==> src/rtl/wsn_mem_map_pkg.sv <==
// Shared node-memory map for the sink-aggregation pipeline:
// count words, table bases, word width and the update FSM states.
package wsn_mem_map_pkg;

  localparam int WORD_WIDTH = 16;

  localparam logic [15:0] ADDR_FLAG  = 16'h0002;
  localparam logic [15:0] SINK_BASE  = 16'h0008;
  localparam logic [15:0] NID_BASE   = 16'h0048;
  localparam logic [15:0] CLU_BASE   = 16'h00C8;
  localparam logic [15:0] ADDR_SCNT  = 16'h0688;
  localparam logic [15:0] ADDR_NCNT  = 16'h068A;

  typedef enum logic [3:0] {
    ST_IDLE,
    ST_RD_NCNT,
    ST_RD_SCNT,
    ST_SCAN_N,
    ST_WR_NID,
    ST_WR_CLU,
    ST_WR_NCNT,
    ST_SINK_CHK,
    ST_SCAN_S,
    ST_WR_SID,
    ST_WR_SCNT,
    ST_DONE
  } nt_state_t;

  function automatic logic [15:0] word_addr(
    input logic [15:0] base,
    input logic [15:0] idx
  );
    return base + (idx << 1);
  endfunction

endpackage

==> src/rtl/neighbor_table_update.sv <==
// Beacon-driven neighbour / known-sink table update over shared node memory.
// Ports: clock, nrst (sync, active-low); start + src_* beacon fields in;
// data_in read data; address/wr_en/data_out memory port; done and
// new_neighbor/new_sink/overflow result flags (held in DONE).
module neighbor_table_update
  import wsn_mem_map_pkg::*;
#(
  parameter int MAX_NEIGHBORS = 64,
  parameter int MAX_SINKS     = 32
) (
  input  logic        clock,
  input  logic        nrst,
  input  logic        start,
  input  logic [15:0] src_id,
  input  logic [15:0] src_cluster,
  input  logic        src_is_sink,
  input  logic [15:0] data_in,
  output logic [15:0] address,
  output logic        wr_en,
  output logic [15:0] data_out,
  output logic        done,
  output logic        new_neighbor,
  output logic        new_sink,
  output logic        overflow
);

  localparam logic [15:0] NMAX = 16'(MAX_NEIGHBORS);
  localparam logic [15:0] SMAX = 16'(MAX_SINKS);

  typedef logic [WORD_WIDTH-1:0] word_t;

  nt_state_t state_q, state_d;
  word_t     ncnt_q, ncnt_d;
  word_t     scnt_q, scnt_d;
  word_t     idx_q, idx_d;
  word_t     sid_q, sid_d;
  word_t     sclu_q, sclu_d;
  logic      ssink_q, ssink_d;
  logic      nn_q, nn_d;
  logic      ns_q, ns_d;
  logic      ovf_q, ovf_d;

  word_t     nlim;
  word_t     slim;
  word_t     idx_inc;
  nt_state_t after_nbr;

  // Counts above capacity behave as a full table; scans stop at capacity.
  assign nlim    = (ncnt_q > NMAX) ? NMAX : ncnt_q;
  assign slim    = (scnt_q > SMAX) ? SMAX : scnt_q;
  assign idx_inc = idx_q + 16'd1;
  // Non-sink beacons skip the sink stage entirely.
  assign after_nbr = ssink_q ? ST_SINK_CHK : ST_DONE;

  always_comb begin
    state_d = state_q;
    ncnt_d  = ncnt_q;
    scnt_d  = scnt_q;
    idx_d   = idx_q;
    sid_d   = sid_q;
    sclu_d  = sclu_q;
    ssink_d = ssink_q;
    nn_d    = nn_q;
    ns_d    = ns_q;
    ovf_d   = ovf_q;
    unique case (state_q)
      ST_IDLE: begin
        if (start) begin
          sid_d   = src_id;
          sclu_d  = src_cluster;
          ssink_d = src_is_sink;
          nn_d    = 1'b0;
          ns_d    = 1'b0;
          ovf_d   = 1'b0;
          state_d = ST_RD_NCNT;
        end
      end
      ST_RD_NCNT: begin
        ncnt_d  = data_in;
        state_d = ST_RD_SCNT;
      end
      ST_RD_SCNT: begin
        scnt_d  = data_in;
        idx_d   = '0;
        state_d = (ncnt_q == '0) ? ST_WR_NID : ST_SCAN_N;
      end
      ST_SCAN_N: begin
        if (data_in == sid_q) begin
          state_d = ST_WR_CLU;
        end else begin
          idx_d = idx_inc;
          if (idx_inc == nlim) state_d = ST_WR_NID;
        end
      end
      ST_WR_NID: begin
        if (ncnt_q >= NMAX) begin
          ovf_d   = 1'b1;
          state_d = after_nbr;
        end else begin
          nn_d    = 1'b1;
          idx_d   = ncnt_q;
          state_d = ST_WR_CLU;
        end
      end
      ST_WR_CLU: begin
        state_d = nn_q ? ST_WR_NCNT : after_nbr;
      end
      ST_WR_NCNT: begin
        state_d = after_nbr;
      end
      ST_SINK_CHK: begin
        if (!ssink_q) begin
          state_d = ST_DONE;
        end else if (scnt_q == '0) begin
          state_d = ST_WR_SID;
        end else begin
          idx_d   = '0;
          state_d = ST_SCAN_S;
        end
      end
      ST_SCAN_S: begin
        if (data_in == sid_q) begin
          state_d = ST_DONE;
        end else begin
          idx_d = idx_inc;
          if (idx_inc == slim) state_d = ST_WR_SID;
        end
      end
      ST_WR_SID: begin
        if (scnt_q >= SMAX) begin
          ovf_d   = 1'b1;
          state_d = ST_DONE;
        end else begin
          ns_d    = 1'b1;
          state_d = ST_WR_SCNT;
        end
      end
      ST_WR_SCNT: begin
        state_d = ST_DONE;
      end
      ST_DONE: begin
        if (!start) state_d = ST_IDLE;
      end
      default: state_d = ST_IDLE;
    endcase
  end

  // Memory port is a pure function of the current state and registers.
  always_comb begin
    address  = '0;
    wr_en    = 1'b0;
    data_out = '0;
    unique case (state_q)
      ST_RD_NCNT: address = ADDR_NCNT;
      ST_RD_SCNT: address = ADDR_SCNT;
      ST_SCAN_N:  address = word_addr(NID_BASE, idx_q);
      ST_WR_NID: begin
        address = word_addr(NID_BASE, ncnt_q);
        if (ncnt_q < NMAX) begin
          wr_en    = 1'b1;
          data_out = sid_q;
        end
      end
      ST_WR_CLU: begin
        address  = word_addr(CLU_BASE, idx_q);
        wr_en    = 1'b1;
        data_out = sclu_q;
      end
      ST_WR_NCNT: begin
        address  = ADDR_NCNT;
        wr_en    = 1'b1;
        data_out = ncnt_q + 16'd1;
      end
      ST_SCAN_S: address = word_addr(SINK_BASE, idx_q);
      ST_WR_SID: begin
        address = word_addr(SINK_BASE, scnt_q);
        if (scnt_q < SMAX) begin
          wr_en    = 1'b1;
          data_out = sid_q;
        end
      end
      ST_WR_SCNT: begin
        address  = ADDR_SCNT;
        wr_en    = 1'b1;
        data_out = scnt_q + 16'd1;
      end
      default: ;
    endcase
  end

  assign done         = (state_q == ST_DONE);
  assign new_neighbor = nn_q;
  assign new_sink     = ns_q;
  assign overflow     = ovf_q;

  always_ff @(posedge clock) begin
    if (!nrst) begin
      state_q <= ST_IDLE;
      ncnt_q  <= '0;
      scnt_q  <= '0;
      idx_q   <= '0;
      sid_q   <= '0;
      sclu_q  <= '0;
      ssink_q <= 1'b0;
      nn_q    <= 1'b0;
      ns_q    <= 1'b0;
      ovf_q   <= 1'b0;
    end else begin
      state_q <= state_d;
      ncnt_q  <= ncnt_d;
      scnt_q  <= scnt_d;
      idx_q   <= idx_d;
      sid_q   <= sid_d;
      sclu_q  <= sclu_d;
      ssink_q <= ssink_d;
      nn_q    <= nn_d;
      ns_q    <= ns_d;
      ovf_q   <= ovf_d;
    end
  end

endmodule

==> config.mk <==
export PLATFORM = sky130hd
export DESIGN_NAME = neighbor_table_update
export DESIGN_NICKNAME = d
export VERILOG_FILES = /design/src/rtl/wsn_mem_map_pkg.sv /design/src/rtl/neighbor_table_update.sv
export SDC_FILE = /design/constraint.sdc
export NUM_CORES = 1
export LEC_CHECK = 0
export BUFFER_PORTS_ARGS = -buffer_cell sky130_fd_sc_hd__buf_2
export CAP_MARGIN = 30
export CELL_PAD_IN_SITES_DETAIL_PLACEMENT = 0
export CELL_PAD_IN_SITES_GLOBAL_PLACEMENT = 1
export CORE_ASPECT_RATIO = 0.75
export CORE_UTILIZATION = 46
export CTS_CLUSTER_SIZE = 14
export DETAILED_ROUTE_END_ITERATION = 8
export GPL_TIMING_DRIVEN = 1
export HOLD_SLACK_MARGIN = 0.15
export MAX_ROUTING_LAYER = met4
export PLACE_DENSITY = 0.95
export SLEW_MARGIN = 20
export SYNTH_ARGS = -nofsm -noshare
export SYNTH_HDL_FRONTEND = slang
export SYNTH_SLANG_ARGS = --single-unit
==> constraint.sdc <==
create_clock -name clock -period 6.6 [get_ports clock]
set_input_delay 0 -clock clock [delete_from_list [all_inputs] [get_ports clock]]
set_output_delay 0 -clock clock [all_outputs]
set_load 0.03 [all_outputs]
Yosys cells after proc, flatten, opt, wreduce, memory -nomap -nowiden. Index checks and enable logic that the tools add are counted. Widths: inputs -> output; s select.

Register bits after elaboration: 88. Latch bits: 0. RAM bits: 0. Bits in read-only memories: 0. Input bits: 52. Output and inout bits: 37. Logic and storage cells: 102. Memories: 0.

Add/sub/neg operators: 8. $mul: 0. Div/mod/pow operators: 0. Magnitude comparators: 6. Equality and inequality tests: 25. Shift operators: 0. Mux-type cells: 36. Bitwise gates (word level): 0. Reduce and logical (&&, ||, !) cells: 17.

Operator list (number): $mux 16 (8); $pmux 16 s7 (1); $pmux 16 s5 (1); $pmux 16 s4 (1); $add 16x1->16 const B (3); $eq 16x16->1 (3); $pmux 4 s12 (1); $mux 4 (9); $add 4x16->16 const A (2); $add 7x16->16 const A (2); $logic_not 16->1 (2); $ne 2x2->1 const B (9); $add 8x16->16 const A (1); $eq 4x3->1 const B (4); $eq 4x4->1 const B (4); $ge 16x6->1 const B (1); $ge 16x7->1 const B (1); $gt 16x6->1 const B (1); $gt 16x7->1 const B (1); $lt 16x6->1 const B (1); $lt 16x7->1 const B (1); $mux 1 (9); $eq 4x2->1 const B (2); $reduce_and 4->1 (2); 15 further kinds (22).

Logic depth before layout (Yosys ltp). Gate-level depths: netlist of the first run.

Depth after elaboration: 6. Depth in mapped cells: 13. Gate-level depth less buffers: 10.

Worst setup path before layout of the first run. OpenSTA, ideal clock, no wires.

Kind: reg2out. Start point: reg state_q[3]. End point: out data_out[8]. Arrival: 3.267 ns. Data required time: 6.600 ns. Slack: 3.333 ns. Stages on the path, launching flop included: 13. Buffers on the path: 2. Path through: dfxtp_1 buf_2 nor4bb_1 clkbuf_1 nand2_1 nand2_1 ha_1 nor2b_1 nand2_1 nor2_1 xor2_1 a21oi_1 o21ai_0.

Cells in the longest elaborated chain, start to end: 2. Elaborated cells on any way between the ends: 6. Those cells by class: eq/ne (5); mux (1).

RTL lines: start: declaration (line neighbor_table_update.sv:32) `nt_state_t state_q, state_d;`; start signal: assignment (line neighbor_table_update.sv:209) `state_q <= state_d;`; $eq 4x4->1 or $eq 4x3->1 (tied branches) (line neighbor_table_update.sv:153) `unique case (state_q)`; $pmux 16 s5 * (line neighbor_table_update.sv:153); end: declaration (line neighbor_table_update.sv:20) `output logic [15:0] data_out,`.

Mark *: on every way between the ends. The rest lies on a longest branch, timed or not.

Worst setup path in the final report of the first run.
Start point: reg state_q[3]. End point: out address[10].

Cells in the longest elaborated chain, start to end: 3. Elaborated cells on any way between the ends: 12. Those cells by class: eq/ne (9); mux (1); reduce/logical (2).

RTL lines: $eq 4x4->1, or another cell as far along (line neighbor_table_update.sv:153); $reduce_or 2->1 (no source line); $pmux 16 s7 * (line neighbor_table_update.sv:153); end: declaration (line neighbor_table_update.sv:18) `output logic [15:0] address,`.

Marked as above.

==> results of run 1 <==
## cells in the final DEF, fill, tap and decap left out, types with 26 or more instances in the layout
cell type | synthesis | layout
nand3_1 | 26 | 26
dlygate4sd3_1 | 0 | 50
buf_2 | 9 | 88
a21oi_1 | 39 | 39
xor2_1 | 38 | 38
nor2_1 | 65 | 65
dfxtp_1 | 88 | 88
o21ai_0 | 50 | 50
nand2_1 | 178 | 178
a21boi_0 | 65 | 65
xnor2_1 | 39 | 39
## worst reg2reg max path, delay by kind of cell, from the launching register on
kind	cells	cell delay, ns
muxes	1	0.21
and+or+nand+nor	3	0.85
DFF	1	0.59
adders and majority gates	1	0.43
AOI/OAI and AO/OA	4	1.03
## power by group
group | internal, mW | leakage, nW | total, mW | switching, mW
registers | 0.636 | 0.718 | 0.863 | 0.228
logic | 0.406 | 2.15 | 1.09 | 0.680
clock network | 0.259 | 0.133 | 0.501 | 0.242
total | 1.30 | 3.00 | 2.45 | 1.15
## metal layers
| layer | up-vias | track usage | wire length (um) |
|---|---|---|---|
| met2 | 374 | 0.452 | 9600 |
| met4 | 0 | 0.0668 | 321 |
| met5 | - | - | 0 |
| met1 | 3369 | 0.441 | 10300 |
| li1 | 3373 | - | - |
| met3 | 34 | 0.0527 | 2120 |
## cell type report
class	count	share of cell area
clock inverters	6	0.00646
clock buffers	9	0.0284
flip-flops and latches	88	0.222
well taps	195	0.0307
multi-input cells	737	0.575
inverters	13	0.00614
repair buffers	151	0.131
## synth_stat cells (3+ instances only)
| library cell | count | share of area |
|---|---|---|
| o31ai_1 | 3 | 0.0034 |
| o311a_1 | 3 | 0.0045 |
| a21o_1 | 3 | 0.0034 |
| xor2_1 | 38 | 0.050 |
| nand4_1 | 14 | 0.013 |
| nand3b_1 | 3 | 0.0034 |
| ha_1 | 7 | 0.013 |
| o22ai_1 | 3 | 0.0028 |
| nand2b_1 | 13 | 0.012 |
| buf_2 | 9 | 0.0067 |
| nand2_1 | 178 | 0.10 |
| a21boi_0 | 65 | 0.073 |
| nor3_1 | 23 | 0.017 |
| o21ai_0 | 50 | 0.037 |
| nor2b_1 | 12 | 0.011 |
| or2_2 | 3 | 0.0028 |
| dfxtp_1 | 88 | 0.26 |
| mux2i_1 | 23 | 0.034 |
| a31oi_1 | 3 | 0.0028 |
| and3_1 | 10 | 0.0093 |
| a32oi_1 | 5 | 0.0065 |
| clkbuf_1 | 56 | 0.031 |
| a22oi_1 | 23 | 0.026 |
| and2_1 | 8 | 0.0075 |
| o211ai_1 | 4 | 0.0045 |
| a221o_1 | 10 | 0.015 |
| nor4_2 | 3 | 0.0056 |
| o21a_1 | 4 | 0.0045 |
| xnor2_1 | 39 | 0.051 |
| nor4_1 | 9 | 0.0084 |
| buf_1 | 5 | 0.0028 |
| inv_1 | 13 | 0.0073 |
| o32ai_1 | 3 | 0.0039 |
| o211a_1 | 3 | 0.0045 |
| nor2_1 | 65 | 0.036 |
| a21oi_1 | 39 | 0.029 |
| buf_6 | 4 | 0.0067 |
| nand3_1 | 26 | 0.019 |
## flip-flops by register name, indices dropped and copies added (netlist names)
name and flops:
overflow 1, idx_q 16, ncnt_q 16, sclu_q 16, new_sink 1, sid_q 16, ssink_q 1, new_neighbor 1
scnt_q 16, state_q 4
## stage by stage
stage	worst slack [ns]	instance area, um^2
2_1_floorplan	3.33	6710
3_3_place_gp	3.28	7140
3_5_place_dp	3.15	7170
4_1_cts	2.77	7940
5_1_grt	2.42	7940
6_report	2.67	7940
## kinds of logic (layout without fill, tap and decap cells)
family	Yosys count	after routing	share of synthesized area
fa+ha+maj	7	7	0.0131
flops	88	88	0.263
simple gates	389	389	0.282
compound gates	236	236	0.239
mux	25	25	0.0377
xor+xnor	79	79	0.107
buf+inv	91	179	0.0586
other cells	1	1	0.000559
## worst paths after layout
| check | startpoint | to | slack (ns) | cells after the start |
|---|---|---|---|---|
| worst max-delay path | state_q[3] | address[10] | 2.67 | 8 |
| worst min-delay path | nrst | sclu_q[5] | 0.36 | 3 |
| worst max register to register | idx_q[0] | state_q[1] | 3.38 | 9 |
| worst min register to register | overflow | overflow | 0.47 | 2 |
## what timing repair did
item,in CTS,in global routing
gates resized for setup,0,0
hold endpoints to repair,66,0
hold buffers,50,0
==> impl_metrics.ini, run 1 <==
[clock_network]
htree_num_levels = 3
cts_made_buffers = 9
cts_num_sinks = 88
cts_root_buf = clkbuf_16
clock_latency_ns = 0.35
cts_buffer_depth = 2
clk_transition_reported_paths_ns = 0.07
post-cts-setup-buffers = 0
cts_tree = done

[layout]
multi_input_area_um2 = 4570
final_util = 0.568
fillers = 1370
drive_gt1_frac = 0.135
layout.nets = 1059
instances_no_fill = 1199
syn_to_final_growth_pct = 18.4
seqCellArea_um2 = 1760
diodes = 0

[worst_setup_path]
cp_top_family = simple AND/OR/NAND/NOR gates
cpPeakStageDelay_ns = 0.79
slowest_stage = dfxtp_1
setup.worst_path.start_class = register
critical_path_buf_inv_count = 1
end_kind = primary output
critPathArrivalTime_ns = 3.93
crit_type = reg -> out
required_ns = 6.60
crit_chain = nand2_1, nor3_4, mux2i_1, or3_1, a2111oi_0, xor2_1, o21ai_0, buf_2
path_max_fanout = 22

[timing]
final-max-slew-violation-count = 0
fin_skew_ns = 0.00797
hold_viol = 0
setup_viol = 0
slew_headroom = 0.359
tightest_slew_ns = 0.958
hold_ws_ns = 0.359
fmax_mhz = 254
grt_setup_unrepaired = false
post-route-period-util = 0.596
fin_setup_tns_ns = 0
min_period_ns = 3.93

[logic_synthesis]
syn_area_per_cell_um2 = 7.32
syn-num-nets = 975
synth-edff-count = 0
synthArstFlopShare = 0
synth.cell_area_um2 = 6710
ys_seq_area_frac = 0.263
synthDistinctLibCells = 72
ys.flop_type = dfxtp_1
synth_warnings = 0
synthCells = 916
ys_seq_elements = 88

[placed_design]
dp_hpwl_mm = 15.2
gp_congestion = 0.985
dp_cells = 1134
portBuffers = 87

[drt]
drt_iter0_drc = 921
antenna_left = 0
detail_route.first_pass.iterations = 5
vias_per_cell = 5.96
wl_per_cell_um = 18.6
vias = 7150
wl_mm = 22.3
drc = 0

[pwr]
vdd_drop_max_v = 0.000195
power_leakage_nw = 3.00
power.density_nw_per_um2 = 309
finalPower_mw = 2.45

[global_routing]
grt_use_total = 0.308
grt_first_pass_wirelength_mm = 35.4
grt_pass1_vias = 6478
grt_max_degree = 88
antenna_found_initial = 0
overflow = 0

[outcome]
outcome = finished, final reports clean

[min_path]
holdCritPathClass = in -> reg

[floorplanning]
die_height_um = 107
io_pins = 89
die-area_um2 = 15100
rows = 37
fp.dieW_um = 141
core_area_um2 = 14000
initial_core_util = 0.480

[flow_run]
maxCapViolCount = 0
Power figures use the tool's default switching activity.
==> run 2, diff against run 1 <==
--- a/config.mk
+++ b/config.mk
@@ -10,13 +10,13 @@
 export CELL_PAD_IN_SITES_DETAIL_PLACEMENT = 0
 export CELL_PAD_IN_SITES_GLOBAL_PLACEMENT = 1
 export CORE_ASPECT_RATIO = 0.75
-export CORE_UTILIZATION = 46
+export CORE_UTILIZATION = 39
 export CTS_CLUSTER_SIZE = 14
 export DETAILED_ROUTE_END_ITERATION = 8
 export GPL_TIMING_DRIVEN = 1
 export HOLD_SLACK_MARGIN = 0.15
 export MAX_ROUTING_LAYER = met4
-export PLACE_DENSITY = 0.95
+export PLACE_DENSITY = 0.88
 export SLEW_MARGIN = 20
 export SYNTH_ARGS = -nofsm -noshare
 export SYNTH_HDL_FRONTEND = slang
==> constraint.sdc (replaced) <==
create_clock -name clock -period 3.4 [get_ports clock]
set_input_delay 0 -clock clock [delete_from_list [all_inputs] [get_ports clock]]
set_output_delay 0 -clock clock [all_outputs]
set_load 0.03 [all_outputs]
==> run 2 against run 1 <==
  * Register-to-register slack lost 3.0 ns
  * Total power up 110%
  * Hold slack lost 0.19 ns
  * Largest power group unchanged
  * Clock power up 130%
==> impl_metrics.ini, run 2 (same netlist as run 1, synthesis figures left out) <==
[layout]
final_area_um2 = 8290
diodes = 0
instances_no_fill = 1249
final_cell_mix = nand2_1, dfxtp_1, buf_2, nor2_1, a21boi_0
drive_gt1_frac = 0.162
syn_to_final_growth_pct = 23.5
layout.nets = 1088
final_common_cell = nand2_1
final_util = 0.493
fillers = 1653

[worst_setup_path]
reg2reg_slack_ns = 0.39
path_max_fanout = 12
r2r_cells = 9
crit_type = reg -> out
critPathArrivalTime_ns = 3.13
crit_path_start = state_q[0]
required_ns = 3.40
setup.worst_path.start_class = register
r2r_start = idx_q[3]
r2r_end = state_q[1]
end_kind = primary output

[outcome]
outcome = finished, final reports clean

[drt]
vias_per_cell = 5.76
wl_per_cell_um = 18.4
drt_iter0_drc = 892
wl_mm = 23.0
drc = 0
vias = 7200
antenna_left = 0
detail_route.first_pass.iterations = 5

[timing]
tightest_slew_ns = 0.874
min_period_ns = 3.13
hold_viol = 0
fin_setup_tns_ns = 0
hold_ws_ns = 0.165
grt_setup_unrepaired = false
final-max-slew-violation-count = 0
setup_viol = 0
fmax_mhz = 319
fin_skew_ns = 0.0111
post-route-period-util = 0.921
fin_ws_ns = 0.270
slew_headroom = 0.400

[floorplanning]
initial_core_util = 0.399
rows = 41
core_area_um2 = 16800
die_height_um = 116
die-area_um2 = 17700
fp.dieW_um = 153
io_pins = 89

[placed_design]
portBuffers = 87
place_ws_ns = 0.422
dp_hpwl_mm = 16.3
dp_cells = 1180
dpl_cell_area_um2 = 7390
gp_congestion = 0.958

[clock_network]
htree_num_levels = 3
clock_latency_ns = 0.35
cts_num_sinks = 88
cts_root_buf = clkbuf_16
clk_transition_reported_paths_ns = 0.07
cts_buffer_depth = 2
cts_tree = done
cts_made_buffers = 9

[global_routing]
grt_first_pass_wirelength_mm = 36.0
grt_pass1_vias = 6466
antenna_found_initial = 0
overflow = 0
grt_use_total = 0.268
grt_max_degree = 63

[pwr]
vdd_drop_max_v = 0.000542
power_leakage_nw = 3.19
power.density_nw_per_um2 = 611
finalPower_mw = 5.06

[min_path]
min_to = state_q[0]
holdCritPathClass = in -> reg
holdPathStages = 2
hp-start = nrst

[flow_run]
maxCapViolCount = 0
-- run 2: cell count changes in the layout (fill, tap and decap cells not counted), sizes merged --
| cell | previous run | this run |
|---|---|---|
| clkinvlp | 1 | 0 |
| clkbuf | 9 | 10 |
| clkinv | 2 | 1 |
| bufinv | 0 | 2 |
| buf | 101 | 130 |
-- run 2: per-layer routing --
metal | part of all wire | vias up | GRT usage
li1 | - | 3430 | -
met1 | 0.47 | 3380 | 0.394
met2 | 0.42 | 362 | 0.380
met3 | 0.094 | 28 | 0.0370
met4 | 0.014 | 0 | 0.0673
met5 | 0 | - | -
-- run 2: critical path: stages (launching register included) --
cell,delay [ns]
dfxtp_1,0.55
buf_4,0.25
nand2b_1,0.15
nor2_1,0.26
ha_1,0.33
a21oi_1,0.41
nor3_1,0.13
xor2_1,0.16
a22oi_1,0.21
o21ai_0,0.12
buf_2,0.20
-- run 2: worst max-delay path by stage --
stage | endpoint | slack (ns)
5_1_grt | data_out[15] | 0.09
6_report | address[14] | 0.27
4_1_cts | address[10] | 0.19
3_3_place_gp | state_q[1] | 0.46
2_1_floorplan | data_out[8] | 0.13
3_5_place_dp | state_q[1] | 0.42
-- run 2: final cells by class --
class | instances | area, um^2 | area share
repair buffers | 180 | 1290 | 0.156
clock inverters | 6 | 97.6 | 0.0118
multi-input cells | 737 | 4580 | 0.553
clock buffers | 10 | 239 | 0.0288
well taps | 215 | 269 | 0.0325
inverters | 13 | 48.8 | 0.00589
flip-flops and latches | 88 | 1760 | 0.213
-- run 2: where the power goes --
group	leakage (nW)	switching, mW	internal, mW
logic	2.31	1.47	0.865
clock network	0.166	0.484	0.678
registers	0.718	0.331	1.23
-- run 2: repair_timing --
action                                  in CTS  in global routing
hold buffers                                50                  0
setup buffers                                0                  2
gates resized for setup                      0                  3
endpoints found under the hold margin       66                  0
endpoints found under the setup margin       0                  2
==> run 3, diff against run 2 <==
--- a/config.mk
+++ b/config.mk
@@ -9,7 +9,7 @@
 export CAP_MARGIN = 30
 export CELL_PAD_IN_SITES_DETAIL_PLACEMENT = 0
 export CELL_PAD_IN_SITES_GLOBAL_PLACEMENT = 1
-export CORE_ASPECT_RATIO = 0.75
+export CORE_ASPECT_RATIO = 0.5
 export CORE_UTILIZATION = 39
 export CTS_CLUSTER_SIZE = 14
 export DETAILED_ROUTE_END_ITERATION = 8
==> run 3 against run 2 <==
  * Core utilization up 0.64 points
  * Global-route usage up 0.57 points
  * Die area up 0.15%
  * Sequential share of layout area about the same
  * Flip-flop and latch count unchanged
  * Via count down 1.3%
  * Largest cell class unchanged
  * Highest routed layer unchanged
==> impl_metrics.ini, run 3 (same netlist as run 1, synthesis figures left out) <==
[floorplanning]
io_pins = 89
fp.dieW_um = 187
die_height_um = 94.7
rows = 33
core_area_um2 = 16600
die-area_um2 = 17800
initial_core_util = 0.404

[flow_run]
maxCapViolCount = 0

[global_routing]
grt_use_total = 0.273
antenna_found_initial = 0
grt_pass1_vias = 6832
grt_max_degree = 49
grt_first_pass_wirelength_mm = 37.1
overflow = 0

[layout]
drive_gt1_frac = 0.167
final_common_cell = nand2_1
diodes = 0
layout.nets = 1094
final_util = 0.499
final_cell_mix = nand2_1, dfxtp_1, buf_2, nor2_1, a21boi_0
syn_to_final_growth_pct = 23.4

[timing]
min_period_ns = 3.28
slew_headroom = 0.361
fin_skew_ns = 0.0115
hold_ws_ns = 0.178
tightest_slew_ns = 0.959
fin_setup_tns_ns = 0
final-max-slew-violation-count = 0
setup_viol = 0
hold_viol = 0
grt_setup_unrepaired = false
fmax_mhz = 305
post-route-period-util = 0.965

[clock_network]
clk_transition_reported_paths_ns = 0.08
cts_num_sinks = 88
cts_root_buf = clkbuf_16
cts_made_buffers = 9
clock_latency_ns = 0.35
cts_tree = done
cts_buffer_depth = 2
htree_num_levels = 3
post-cts-setup-buffers = 0

[drt]
antenna_left = 0
wl_per_cell_um = 18.2
vias_per_cell = 5.61
wl_mm = 23.0
drt_iter0_drc = 737
drc = 0
detail_route.first_pass.iterations = 5
vias = 7107

[placed_design]
gp_congestion = 1.00
portBuffers = 87
dp_hpwl_mm = 16.7

[pwr]
clkPwrFrac = 0.206
vdd_drop_max_v = 0.000311
power.density_nw_per_um2 = 605
switchingPower_mw = 2.33
power.share.switching = 0.465
power.share.sequential = 0.311
internal-power_mw = 2.68
combPwrFrac = 0.484
power_leakage_nw = 3.20

[worst_setup_path]
required_ns = 3.40
crit_type = reg -> out
r2r_cells = 9
setup.worst_path.start_class = register
reg2reg_slack_ns = 0.33
path_max_fanout = 8
end_kind = primary output
critPathArrivalTime_ns = 3.28

[outcome]
outcome = finished, final reports clean

[min_path]
holdPathStages = 2
holdCritPathClass = in -> reg
-- run 3: power by group through the flow --
| stage | registers (mW) | clock network (mW) | logic (mW) |
|---|---|---|---|
| 4_1_cts | 1.54 | 1.05 | 2.37 |
| 3_5_place_dp | 1.56 | 0 | 2.32 |
| 3_3_place_gp | 1.55 | 0 | 2.31 |
| 6_report | 1.56 | 1.03 | 2.42 |
| 2_1_floorplan | 1.39 | 0 | 1.67 |
| 5_1_grt | 1.59 | 1.08 | 2.65 |
-- run 3: area by class of cell --
type	count	area, um^2
Clock inverter	7	67.6
Multi-Input combinational cell	737	4580
Tap cell	227	284
Fill cell	1646	8320
Timing Repair Buffer	186	1320
Sequential cell	88	1760
Inverter	13	48.8
Clock buffer	9	225
-- run 3: timing repair --
| item | CTS | global route |
|---|---|---|
| hold buffers | 50 | 0 |
| endpoints found under the hold margin | 66 | 0 |
| gates resized for setup | 0 | 2 |
| setup endpoints to repair | 0 | 2 |
-- run 3: metal layers --
metal	up-vias	wire length (um)	track usage
li1	3435	-	-
met1	3326	11100	0.378
met2	313	9790	0.414
met3	33	1800	0.0498
met4	0	329	0.0589
met5	-	0	-
-- run 3: final timing paths --
| check | startpoint | end |
|---|---|---|
| worst max-delay path | state_q[3] | address[10] |
| worst min-delay path | nrst | sid_q[1] |
| worst min register to register | sclu_q[5] | sclu_q[5] |
| worst max register to register | idx_q[3] | state_q[1] |
-- run 3: critical path, cell delays in order, from the launching register on --
cell and delay, ns:
dfxtp_1 0.50, buf_4 0.21, nand2_1 0.14, nor3_4 0.32, mux2i_1 0.16, or3_1 0.52
a2111oi_0 0.45, xor2_1 0.13, o21ai_0 0.25, buf_2 0.25
-- run 3: through the flow --
step                area [um^2]  power [mW]  cells  setup slack, ns
floorplan                  6710        3.06    916            0.133
global placement           7470        3.86   1200            0.447
detailed placement         7470        3.89   1200            0.328
CTS                        8270        4.96   1266            0.182
global route               8280        5.32   1267          0.00104
finish                     8280        5.01   1267            0.119
